==> config.mk <==
export PLATFORM = sky130hd
export DESIGN_NAME = dmem_arbiter
export DESIGN_NICKNAME = d
export VERILOG_FILES = /design/src/rtl/dmem_arbiter.sv
export SDC_FILE = /design/constraint.sdc
export NUM_CORES = 1
export LEC_CHECK = 0
export BUFFER_PORTS_ARGS = -buffer_cell sky130_fd_sc_hd__buf_2
export CORE_AREA = 2 2 120 122
export DETAILED_ROUTE_END_ITERATION = 16
export DIE_AREA = 0 0 122 124
export PLACE_DENSITY = 0.8
export SETUP_SLACK_MARGIN = 0.3
export SYNTH_ARGS = -nofsm -noshare
export SYNTH_HDL_FRONTEND = slang
export SYNTH_SLANG_ARGS = --single-unit
==> constraint.sdc <==
create_clock -name clk -period 7.1 [get_ports clk]
set_input_delay 1.42 -clock clk [delete_from_list [all_inputs] [get_ports clk]]
set_output_delay 1.42 -clock clk [all_outputs]
set_load 0.05 [all_outputs]
==> src/rtl/dmem_arbiter.sv <==
// dmem_arbiter
//   Shares one data memory between the core memory stage (c_*) and a
//   DMA/debug loader (d_*). Each access runs IDLE -> ACCESS -> [WAIT] -> DONE.
//   The owner's fields are latched at grant, so the memory sees stable values
//   even if the live requester inputs move. Ties go round-robin.
//
// Ports
//   clk, rst            clock (rising edge), asynchronous active-high reset
//   c_req/c_we/c_mem_type/c_addr/c_wdata   core request fields
//   c_done, c_rdata     one-cycle completion pulse and load data
//   c_stall             c_req & ~c_done, freezes the core pipeline
//   d_*                 same set for the DMA/debug port (no stall output)
//   m_rd_en, m_wr_en, m_mem_type, m_addr, m_wdata, m_rdata   memory side
//   busy                high whenever the sequencer is not idle
//
// Parameters
//   RD_LAT  memory read latency in cycles from m_rd_en to valid m_rdata (0..3)
//   AW, DW  address and data widths
module dmem_arbiter #(
  parameter int unsigned RD_LAT = 1,
  parameter int unsigned AW     = 32,
  parameter int unsigned DW     = 32
) (
  input  logic          clk,
  input  logic          rst,
  // core port
  input  logic          c_req,
  input  logic          c_we,
  input  logic [2:0]    c_mem_type,
  input  logic [AW-1:0] c_addr,
  input  logic [DW-1:0] c_wdata,
  output logic          c_done,
  output logic [DW-1:0] c_rdata,
  output logic          c_stall,
  // DMA / debug port
  input  logic          d_req,
  input  logic          d_we,
  input  logic [2:0]    d_mem_type,
  input  logic [AW-1:0] d_addr,
  input  logic [DW-1:0] d_wdata,
  output logic          d_done,
  output logic [DW-1:0] d_rdata,
  // memory side
  output logic          m_rd_en,
  output logic          m_wr_en,
  output logic [2:0]    m_mem_type,
  output logic [AW-1:0] m_addr,
  output logic [DW-1:0] m_wdata,
  input  logic [DW-1:0] m_rdata,
  output logic          busy
);

  typedef enum logic [1:0] {
    S_IDLE   = 2'd0,
    S_ACCESS = 2'd1,
    S_WAIT   = 2'd2,
    S_DONE   = 2'd3
  } state_t;

  localparam logic OWN_CORE = 1'b0;
  localparam logic OWN_DMA  = 1'b1;

  // Wait-counter preload; ACCESS itself is the first latency cycle.
  localparam logic [1:0] CNT_INIT = (RD_LAT == 0) ? 2'd0 : 2'(RD_LAT - 1);

  state_t        state_q, state_d;
  logic          owner_q;
  logic          last_owner_q;
  logic          we_q;
  logic [2:0]    mem_type_q;
  logic [AW-1:0] addr_q;
  logic [DW-1:0] wdata_q;
  logic [DW-1:0] rdata_q;
  logic [1:0]    cnt_q;

  logic          grant;
  logic          grant_dma;
  logic          capture;
  logic          cnt_load;
  logic          cnt_dec;

  // Arbitration: a lone requester wins; on a tie the port that did not
  // own the previous access wins.
  always_comb begin
    grant     = c_req | d_req;
    grant_dma = 1'b0;
    if (c_req && d_req) begin
      grant_dma = (last_owner_q == OWN_CORE);
    end else begin
      grant_dma = d_req;
    end
  end

  // Next-state logic
  always_comb begin
    state_d  = state_q;
    capture  = 1'b0;
    cnt_load = 1'b0;
    cnt_dec  = 1'b0;
    unique case (state_q)
      S_IDLE: begin
        if (grant) begin
          state_d = S_ACCESS;
        end
      end
      S_ACCESS: begin
        if (we_q) begin
          state_d = S_DONE;
        end else if (RD_LAT == 0) begin
          capture = 1'b1;
          state_d = S_DONE;
        end else begin
          cnt_load = 1'b1;
          state_d  = S_WAIT;
        end
      end
      S_WAIT: begin
        if (cnt_q == '0) begin
          capture = 1'b1;
          state_d = S_DONE;
        end else begin
          cnt_dec = 1'b1;
        end
      end
      S_DONE: begin
        state_d = S_IDLE;
      end
      default: begin
        state_d = S_IDLE;
      end
    endcase
  end

  // State register
  always_ff @(posedge clk or posedge rst) begin
    if (rst) begin
      state_q <= S_IDLE;
    end else begin
      state_q <= state_d;
    end
  end

  // Grant latch, read-data capture and wait counter
  always_ff @(posedge clk or posedge rst) begin
    if (rst) begin
      owner_q      <= OWN_CORE;
      last_owner_q <= OWN_DMA;
      we_q         <= 1'b0;
      mem_type_q   <= '0;
      addr_q       <= '0;
      wdata_q      <= '0;
      rdata_q      <= '0;
      cnt_q        <= '0;
    end else begin
      if (state_q == S_IDLE && grant) begin
        owner_q      <= grant_dma;
        last_owner_q <= grant_dma;
        we_q         <= grant_dma ? d_we       : c_we;
        mem_type_q   <= grant_dma ? d_mem_type : c_mem_type;
        addr_q       <= grant_dma ? d_addr     : c_addr;
        wdata_q      <= grant_dma ? d_wdata    : c_wdata;
        // Stores report zero read data.
        rdata_q      <= '0;
      end
      if (capture) begin
        rdata_q <= m_rdata;
      end
      if (cnt_load) begin
        cnt_q <= CNT_INIT;
      end else if (cnt_dec) begin
        cnt_q <= cnt_q - 2'd1;
      end
    end
  end

  // Outputs are decoded from the state register alone, so an asynchronous
  // reset removes the memory strobes immediately.
  always_comb begin
    m_rd_en    = 1'b0;
    m_wr_en    = 1'b0;
    m_mem_type = '0;
    m_addr     = '0;
    m_wdata    = '0;
    c_done     = 1'b0;
    d_done     = 1'b0;
    c_rdata    = '0;
    d_rdata    = '0;
    busy       = (state_q != S_IDLE);
    if (state_q == S_ACCESS || state_q == S_WAIT) begin
      m_mem_type = mem_type_q;
      m_addr     = addr_q;
      m_wdata    = wdata_q;
    end
    if (state_q == S_ACCESS) begin
      m_wr_en = we_q;
      m_rd_en = ~we_q;
    end
    if (state_q == S_DONE) begin
      if (owner_q == OWN_DMA) begin
        d_done  = 1'b1;
        d_rdata = rdata_q;
      end else begin
        c_done  = 1'b1;
        c_rdata = rdata_q;
      end
    end
  end

  assign c_stall = c_req & ~c_done;

endmodule

Word-level counts from Yosys, hierarchy flattened

Cells that the tools add are included.

Flip-flop bits (word level): 106
Bits of input ports: 172
Output and inout bits: 137
Logic and storage cells: 61

$add $sub $neg: 1
Equality and inequality tests: 5
Muxes and demuxes: 32
Bitwise logic cells: 5
Reduce and logical (&&, ||, !) cells: 9

Operators with widths:

| operator                                                              | count |
|---|---|
| 32-bit 2-to-1 mux                                                     | 10 |
| 1-bit 2-to-1 mux                                                      | 15 |
| 2-bit 2-to-1 mux                                                      | 4 |
| 2-bit one-hot mux with 4 select lines                                 | 1 |
| 3-bit 2-to-1 mux                                                      | 2 |
| 2-bit nonzero test                                                    | 3 |
| 2-bit equality test, second input constant                            | 2 |
| 2-bit logical NOT                                                     | 2 |
| 2-bit inequality test, second input constant                          | 2 |
| 1-bit inverter                                                        | 3 |
| 2-bit by 1-bit equality test with 1-bit output, second input constant | 1 |
| 1-bit logical AND                                                     | 2 |
| 2-bit AND reduction                                                   | 1 |
| 2-bit by 1-bit subtractor with 2-bit output, second input constant    | 1 |
| 1-bit bitwise AND                                                     | 1 |
| 1-bit logical OR                                                      | 1 |
| 1-bit bitwise OR                                                      | 1 |

Depth between registers and ports, before layout

Gate-level depths: netlist (run 1).

Word-level depth: 5
Depth in mapped cells: 7
Mapped depth without buffers: 5

Worst setup path after synthesis (run 1)

Ideal clock, no wire load.

Path kind: input port to output port
Start point: input port c_req
End point: output port c_stall
Data arrival time: 2127 ps
Data required time: 5680 ps
Path slack: 3553 ps
Stages: 1
Path buffers: 0
Path through: nor2b_1

Word-level cells in the longest chain between the ends: 1

Ends and longest elaborated chain:

| element           | line | text |
|---|---|---|
| from (decl)       | 27   | `input logic c_req,` |
| 1-bit bitwise AND | 209  | `assign c_stall = c_req & ~c_done;` |
| to (decl)         | 34   | `output logic c_stall,` |

Every way passes these cells.

Worst setup path in the final report (run 1)

Start point: register state_q[0]
End point: output port m_addr[3]

Word-level cells in the longest chain between the ends: 3
Elaborated cells between the ends (all ways): 4
Those cells by class: eq/ne: 2; mux: 1; reduce/logical: 1

Ends and longest elaborated chain:

| element                                                                                      | line | text |
|---|---|---|
| from (decl)                                                                                  | 66   | `state_t state_q, state_d;` |
| from (signal assigned)                                                                       | 139  | `state_q <= state_d;` |
| 2-bit by 1-bit equality test with 1-bit output / 2-bit equality test (equally long branches) | 189  | `if (state_q == S_ACCESS \|\| state_q == S_WAIT) begin` |
| 1-bit logical OR (*)                                                                         | 189  |  |
| 32-bit 2-to-1 mux (*)                                                                        | 189  |  |
| to (decl)                                                                                    | 47   | `output logic [AW-1:0] m_addr,` |

Every way passes the cells marked *; elsewhere a longest branch is shown, timed or not.

==> results of run 1 <==
[per-layer routing]
metal	GRT usage	share of wire	vias to the layer above	wire, um
li1	-	-	2813	-
met1	0.275	0.42	2606	6930
met2	0.349	0.49	223	8070
met3	0.0508	0.082	15	1360
met4	0.0625	0.013	0	217
met5	0	0	-	0
[critical path, cell delays in order (launching register included)]
cell and delay (ns):
dfrtp_1 0.41, inv_1 0.14, ha_2 1.07, and2_1 0.30
buf_2 0.28
[cell usage after synthesis, drive strengths merged (4+ instances only)]
| cell | number | area share |
|---|---|---|
| inv | 6 | 0.0040 |
| and2 | 102 | 0.11 |
| nand2 | 133 | 0.089 |
| a21oi | 138 | 0.12 |
| o21ai | 34 | 0.030 |
| clkbuf | 28 | 0.019 |
| nor2 | 72 | 0.048 |
| and3 | 32 | 0.036 |
| ha | 7 | 0.016 |
| buf | 28 | 0.028 |
| dfrtp | 105 | 0.47 |
| nor2b | 4 | 0.0045 |
[logic make-up (layout without fill, tap and decap cells)]
family	count (synthesis)	count (layout)	synth area share
fa+ha+maj	7	7	0.0156
compound gates	179	179	0.164
buf+inv	62	336	0.0511
xor+xnor	1	1	0.00156
mux	1	1	0.00201
simple gates	344	344	0.292
flops	106	106	0.473
[final cells by class]
| class | instances | share of cell area |
|---|---|---|
| multi-input combinational | 532 | 0.360 |
| sequential | 106 | 0.355 |
| timing repair buffer | 314 | 0.212 |
| clock buffer | 11 | 0.0312 |
| tap | 180 | 0.0302 |
| clock inverter | 5 | 0.00737 |
| inverter | 6 | 0.00335 |
[path summary, 6_finish.rpt]
| path | start | end | slack [ns] |
|---|---|---|---|
| worst max-delay path | state_q[0] | m_addr[3] | 3.11 |
| worst min register to register | addr_q[26] | addr_q[26] | 0.52 |
| worst max register to register | state_q[0] | wdata_q[18] | 4.89 |
| worst min-delay path | addr_q[26] | addr_q[26] | 0.52 |
| min in group asynchronous | rst | wdata_q[10] | 1.17 |
| max in group asynchronous | rst | wdata_q[2] | 4.76 |
[registers in the layout (all words and copies together), names as in the netlist]
signal        flops
state_q           2
last_owner_q      1
cnt_q             2
addr_q           32
rdata_q          32
owner_q           1
mem_type_q        3
wdata_q          32
we_q              1
[metrics by stage]
step	hold slack, ns	util	area [um2]	setup slack (ns)
detailed placement	0.507	0.523	7180	3.46
finish	0.518	0.544	7470	3.11
global route	0.540	0.544	7470	2.90
floorplan	0.487	-	5610	2.89
CTS	0.522	0.544	7470	3.08
global placement	0.499	0.523	7180	3.49
==> metrics.txt, run 1 <==
status finished clean; ys async rst share 1.00; global-route wire length before repair roughly 25000 um; vias per inst approximately 4.9; Hold Crit Depth 2; Ports 309; post-detailed-route count of antenna-violating nets 0; commonest cells after routing, fill and taps aside 308 x buf_2, 138 x a21oi_1, 133 x nand2_1, 105 x dfrtp_1, 101 x and2_1; Worst setup SP type flop; Tmin final roughly 4.0 ns; Num CTS Buffers 9; Clk Latency, worst-skew pair about 0.34 ns; Max Slew Vio Count 0; normalized max-slew margin 0.271; area grow syn2layout 33.2%; unrepaired setup endpoints after global routing no; Core ar. 13700 um2; number of max-cap violations 0; CTS root buf clkbuf_16; Peak Freq roughly 250 MHz; Yosys reg bits 106; Sink Count 106; ys flop type dfrtp_1; DR iter-0 viols 376; Cell Area, Synth 5610 um2; Post-synth EDFFs 0; CTS resizes 0; Worst Clk Skew 0.00721 ns; sequential cell area 2650 um2; number of inserted diodes 0; antenna violations before repair 0; WP data required 5.68 ns; die width 122 um; commonest non-fill, non-tap cell in the layout buf_2; Avg WL per Cell 14.4 um; Multi-input gate area between 2000 and 3000 um2; Vias 5657; CTS tree built; FP Rows 43; Layout fillers 1298; non-filler instance count after layout 1154; pin count of the biggest net entering global routing 102; router iterations before antenna repair 4; syn_nets 879; postcts setup bufs 0; Max Buffers Root-to-Sink 2; post-synthesis sequential area ratio 0.473; final setup fails 0; Clk pin slew, worst setup/hold paths 0.07 ns; All-Layer GR Usage 0.211; port bufs 308; crit path max fanout 68; vias in the first global route 5006; HPWL after DPL around 12000 um; synthesized area per cell approximately 8 um2; Ys Warns 0; measured slew at the worst slew-check pin 1.09 ns; Critical Path AT 2.57 ns; worst setup path class reg -> out; total gr overflow 0; layout cells sized above 1 0.346; Netlist cell types 26; FF-to-FF path depth 6; Worst setup EP type output pin; Post-route DRC 0; setup TNS 0 ns; nets 1148; final hold vios 0; # placed instances 1138; die area between 15000 and 20000 um2; Detailed Route WL 16600 um; Hold Path Class reg -> reg; GP Congestion between 0.7 and 0.8; cts hold-fix bufs 0; fin crit share 0.562; Mapped Cells 700; Die Ht 124 um; Initial Util 0.409; H-tree depth 3
Power of run 1 is left out: the tool's default activity adds up to more than one toggle a clock period on the data nets, which glitch-free logic cannot reach.
==> inputs of run 2 (changes only) <==
Settings changed: CORE_AREA 2 2 120 122 to not set, CORE_UTILIZATION set to 41, DIE_AREA 0 0 122 124 to not set, PLACE_DENSITY 0.8 to 0.84.
Clock period 7.1 ns to 3.4 ns, I/O delays scaled along.
==> run 2 against run 1 <==
  * Routed wire length grew 0.19%
  * Global-route usage rose by 2.4 points
  * First-iteration DRC count decreased by 24%
  * Critical path type unchanged
  * Highest routed layer unchanged
==> metrics.txt, run 2 (synthesized netlist as in run 1, its figures left out) <==
area grow syn2layout 35.9%; nets 1154; CTS tree built; HPWL after DPL 12000 um; post-detailed-route count of antenna-violating nets 0; die area 14100 um2; cts hold-fix bufs 0; global-route wire length before repair ~26000 um; Peak Freq 347 MHz; crit-path cells inv_1 -> ha_2 -> buf_12 -> and2_1 -> buf_2; router iterations before antenna repair 5; total gr overflow 0; Initial Util 0.422; Sink Count 106; die width 119 um; H-tree depth 3; Slowest-stage cell, CP ha_2; unrepaired setup endpoints after global routing no; Clk Latency, worst-skew pair 0.35 ns; layout cells sized above 1 0.352; Util after Layout 0.573; Max Buffers Root-to-Sink 2; Ports 309; port bufs 308; FP Rows 42; biggest regs addr_q: 32 flops, rdata_q: 32 flops, wdata_q: 32 flops; Core ar. 13300 um2; vias per inst approximately 5.0; final setup fails 0; commonest cells after routing, fill and taps aside 307 x buf_2, 138 x a21oi_1, 133 x nand2_1, 105 x dfrtp_1, 101 x and2_1; Num CTS Buffers 9; non-filler instance count after layout 1157; CTS resizes 0; Hold Path Class in -> async; Avg WL per Cell 14.4 um; setup TNS 0 ns; Worst setup EP type output pin; pin count of the biggest net entering global routing 102; Vias 5831; pre-CTS setup slack 0.861 ns; worst setup path class reg -> out; WP data required 2.72 ns; measured slew at the worst slew-check pin 0.957 ns; vias in the first global route 5494; status finished clean; antenna violations before repair 1; Layout fillers 1228; fin crit share 0.848; postcts setup bufs 0; Detailed Route WL 16600 um; Post-route DRC 0; Largest stage delay, worst path 0.63 ns; number of max-cap violations 0; Clk pin slew, worst setup/hold paths approximately 0.07 ns; DR iter-0 viols 286; # placed instances 1140; CTS root buf clkbuf_16; Critical Path AT ~2.2 ns; setup ws final 0.517 ns; normalized max-slew margin 0.362; GP Congestion between 0.8 and 0.9; commonest non-fill, non-tap cell in the layout buf_2; Die Ht between 100 and 150 um; Worst Clk Skew a little under 0.007 ns; All-Layer GR Usage 0.235; Tmin final roughly 2.9 ns; crit path max fanout 40; Worst setup SP type flop; Max Slew Vio Count 0; final hold vios 0
-- run 2: changes by cell type in the layout (fill, tap and decap cells not counted), sizes merged --
cell | before | now
buf | 314 | 320
clkinvlp | 2 | 5
clkinv | 2 | 0
bufinv | 1 | 2
clkbuf | 11 | 10
diode | 0 | 1
inv | 6 | 5
-- run 2: worst paths after layout --
check                                   end  slack, ns  cells past startpoint       start
worst max-delay path            m_wdata[15]       0.52                      5  state_q[1]
min in group clk                 addr_q[26]       0.52                      2  addr_q[26]
max in group asynchronous       wdata_q[24]       2.17                      3         rst
worst min register to register   addr_q[26]       0.52                      2  addr_q[26]
worst max register to register  wdata_q[15]       1.31                      6  state_q[0]
worst min-delay path            rdata_q[31]       0.49                      2         rst
-- run 2: area by class of cell --
cell class              instances  area (um2)  area share
diodes                          1        2.50    0.000329
multi-input cells             532        2690       0.353
flip-flops and latches        106        2650       0.348
inverters                       6        26.3     0.00345
clock inverters                 6        90.1      0.0118
well taps                     176         220      0.0289
repair buffers                320        1700       0.223
clock buffers                  10         239      0.0314
-- run 2: per-stage QoR --
step,hold slack (ns),cell area [um2]
floorplan,0.487,5610
global placement,0.501,7290
detailed placement,0.509,7290
CTS,0.505,7610
global route,0.526,7620
finish,0.489,7620
-- run 2: per-layer routing --
metal | up-vias | wire length [um] | GRT usage
met5 | - | 0 | 0
met4 | 0 | 505 | 0.116
met3 | 38 | 1190 | 0.0460
met2 | 270 | 8260 | 0.408
met1 | 2696 | 6660 | 0.277
li1 | 2827 | - | -
-- run 2: worst max-delay path, delay by kind of cell (launching register included) --
family / cells / cell delay, ns
DFF: 1 / 0.44
buffers and inverters: 3 / 0.62
and+or+nand+nor: 1 / 0.15
adders and majority gates: 1 / 0.63
Power of run 2 is left out for the same reason.
==> inputs of run 3 (changes only) <==
Clock period 3.4 ns to 2.6 ns, I/O delays scaled along.
==> run 3 against run 2 <==
  * Final cell count increased by 0.43%
  * Register-to-register slack worse by 0.52 ns
  * Critical path depth did not move
  * Global-route usage is 0.39 points higher
==> metrics.txt, run 3 (synthesized netlist as in run 1, its figures left out) <==
Num CTS Buffers 9; CTS tree built; layout cells sized above 1 0.366; status finished clean; All-Layer GR Usage 0.239; measured slew at the worst slew-check pin 0.669 ns; total gr overflow 0; Detailed Route WL 17500 um; Ports approximately 310; number of max-cap violations 0; biggest regs addr_q: 32 flops, rdata_q: 32 flops, wdata_q: 32 flops; Worst setup SP type flop; Worst setup EP type output pin; setup ws final 0.334 ns; met2 Track Usage GR 0.423; M3 GR Usage 0.0522; port bufs 308; fin crit share 0.872; worst setup path class reg -> out; commonest non-fill, non-tap cell in the layout buf_2; Initial Util 0.422; final setup fails 0; DR iter-0 viols between 300 and 400; HPWL after DPL 11800 um; M1 GR Usage 0.285; final hold vios 0; post-detailed-route count of antenna-violating nets 0; pre-CTS setup slack between 0.4 and 0.5 ns; GP Congestion between 0.8 and 0.9; normalized max-slew margin 0.554; die width 119 um; Clk Latency, worst-skew pair approximately 0.35 ns; Peak Freq 441 MHz; reg2reg setup slack 0.79 ns; Avg WL per Cell 15.1 um; Sink Count 106; unrepaired setup endpoints after global routing yes; Max Buffers Root-to-Sink 2; vias in the first global route 5477; Die Ht roughly 120 um; commonest cells after routing, fill and taps aside 209 x buf_2, 138 x a21oi_1, 133 x nand2_1, 105 x dfrtp_1, 92 x and2_1; CTS root buf clkbuf_16; antenna violations before repair 0; FP Rows 42; Worst Clk Skew between 0.005 and 0.006 ns; Max Slew Vio Count 0; most used routing layer met2; crit path max fanout 17; die area 14100 um2; cts hold-fix bufs 0; area grow syn2layout 41.8%; WP data required 2.08 ns; Vias 5892; Post-route DRC 0; setup TNS 0 ns; Critical Path AT 1.75 ns; H-tree depth 3; pin count of the biggest net entering global routing 107; global-route wire length before repair 26700 um; nets around 1200; Tmin final around 2.3 ns; vias per inst 5.07; Core ar. 13300 um2; Hold Path Class in -> async; router iterations before antenna repair 5; number of inserted diodes 0; Clk pin slew, worst setup/hold paths 0.07 ns
run 3: cell types whose count changed in the layout (fill, tap and decap cells not counted), sizes merged:
cell,before,now
buf,320,294
bufinv,2,1
clkbuf,10,46
clkinv,0,1
clkinvlp,5,1
diode,1,0
run 3: what timing repair did:
| action | in CTS | in global routing |
|---|---|---|
| cloned | 0 | 2 |
| setup buffers | 1 | 0 |
| gates resized for setup | 76 | 48 |
| pin swaps | 0 | 1 |
| endpoints found under the setup margin | 99 | 129 |
run 3: stage by stage:
stage / cells / utilization / hold slack (ns) / area, um2
6_report: 1162 / 0.598 / 0.298 / 7950
5_1_grt: 1162 / 0.598 / 0.380 / 7950
4_1_cts: 1160 / 0.585 / 0.367 / 7780
3_5_place_dp: 1143 / 0.548 / 0.507 / 7280
3_3_place_gp: 1143 / 0.548 / 0.502 / 7280
2_1_floorplan: 700 / - / 0.487 / 5620
run 3: cell type report:
class | count | area (um2)
fill | 1172 | 5350
clock inverter | 2 | 35.0
tap | 176 | 220
inverter | 6 | 26.3
sequential | 106 | 2650
timing repair buffer | 326 | 2030
multi-input combinational | 532 | 2720
clock buffer | 14 | 264
run 3: path summary, 6_finish.rpt:
kind | start | cells after the start | endpoint
setup / recovery | state_q[1] | 5 | c_rdata[22]
hold / removal | rst | 3 | addr_q[22]
setup reg to reg | state_q[0] | 5 | rdata_q[27]
hold reg to reg | addr_q[25] | 2 | addr_q[25]
max in group asynchronous | rst | 3 | rdata_q[18]
min in group clk | m_rdata[24] | 3 | rdata_q[24]
run 3: per-layer routing:
| layer | part of all wire | vias up |
|---|---|---|
| li1 | - | 2835 |
| met1 | 0.40 | 2763 |
| met2 | 0.51 | 268 |
| met3 | 0.068 | 26 |
| met4 | 0.023 | 0 |
| met5 | 0 | - |
run 3: worst max-delay path, stage by stage, from the launching register on:
cell and delay, ns:
dfrtp_1 0.41, ha_2 0.24, nor2b_4 0.18, buf_6 0.17, and2_2 0.17, clkbuf_4 0.22
Power of run 3 is left out for the same reason.
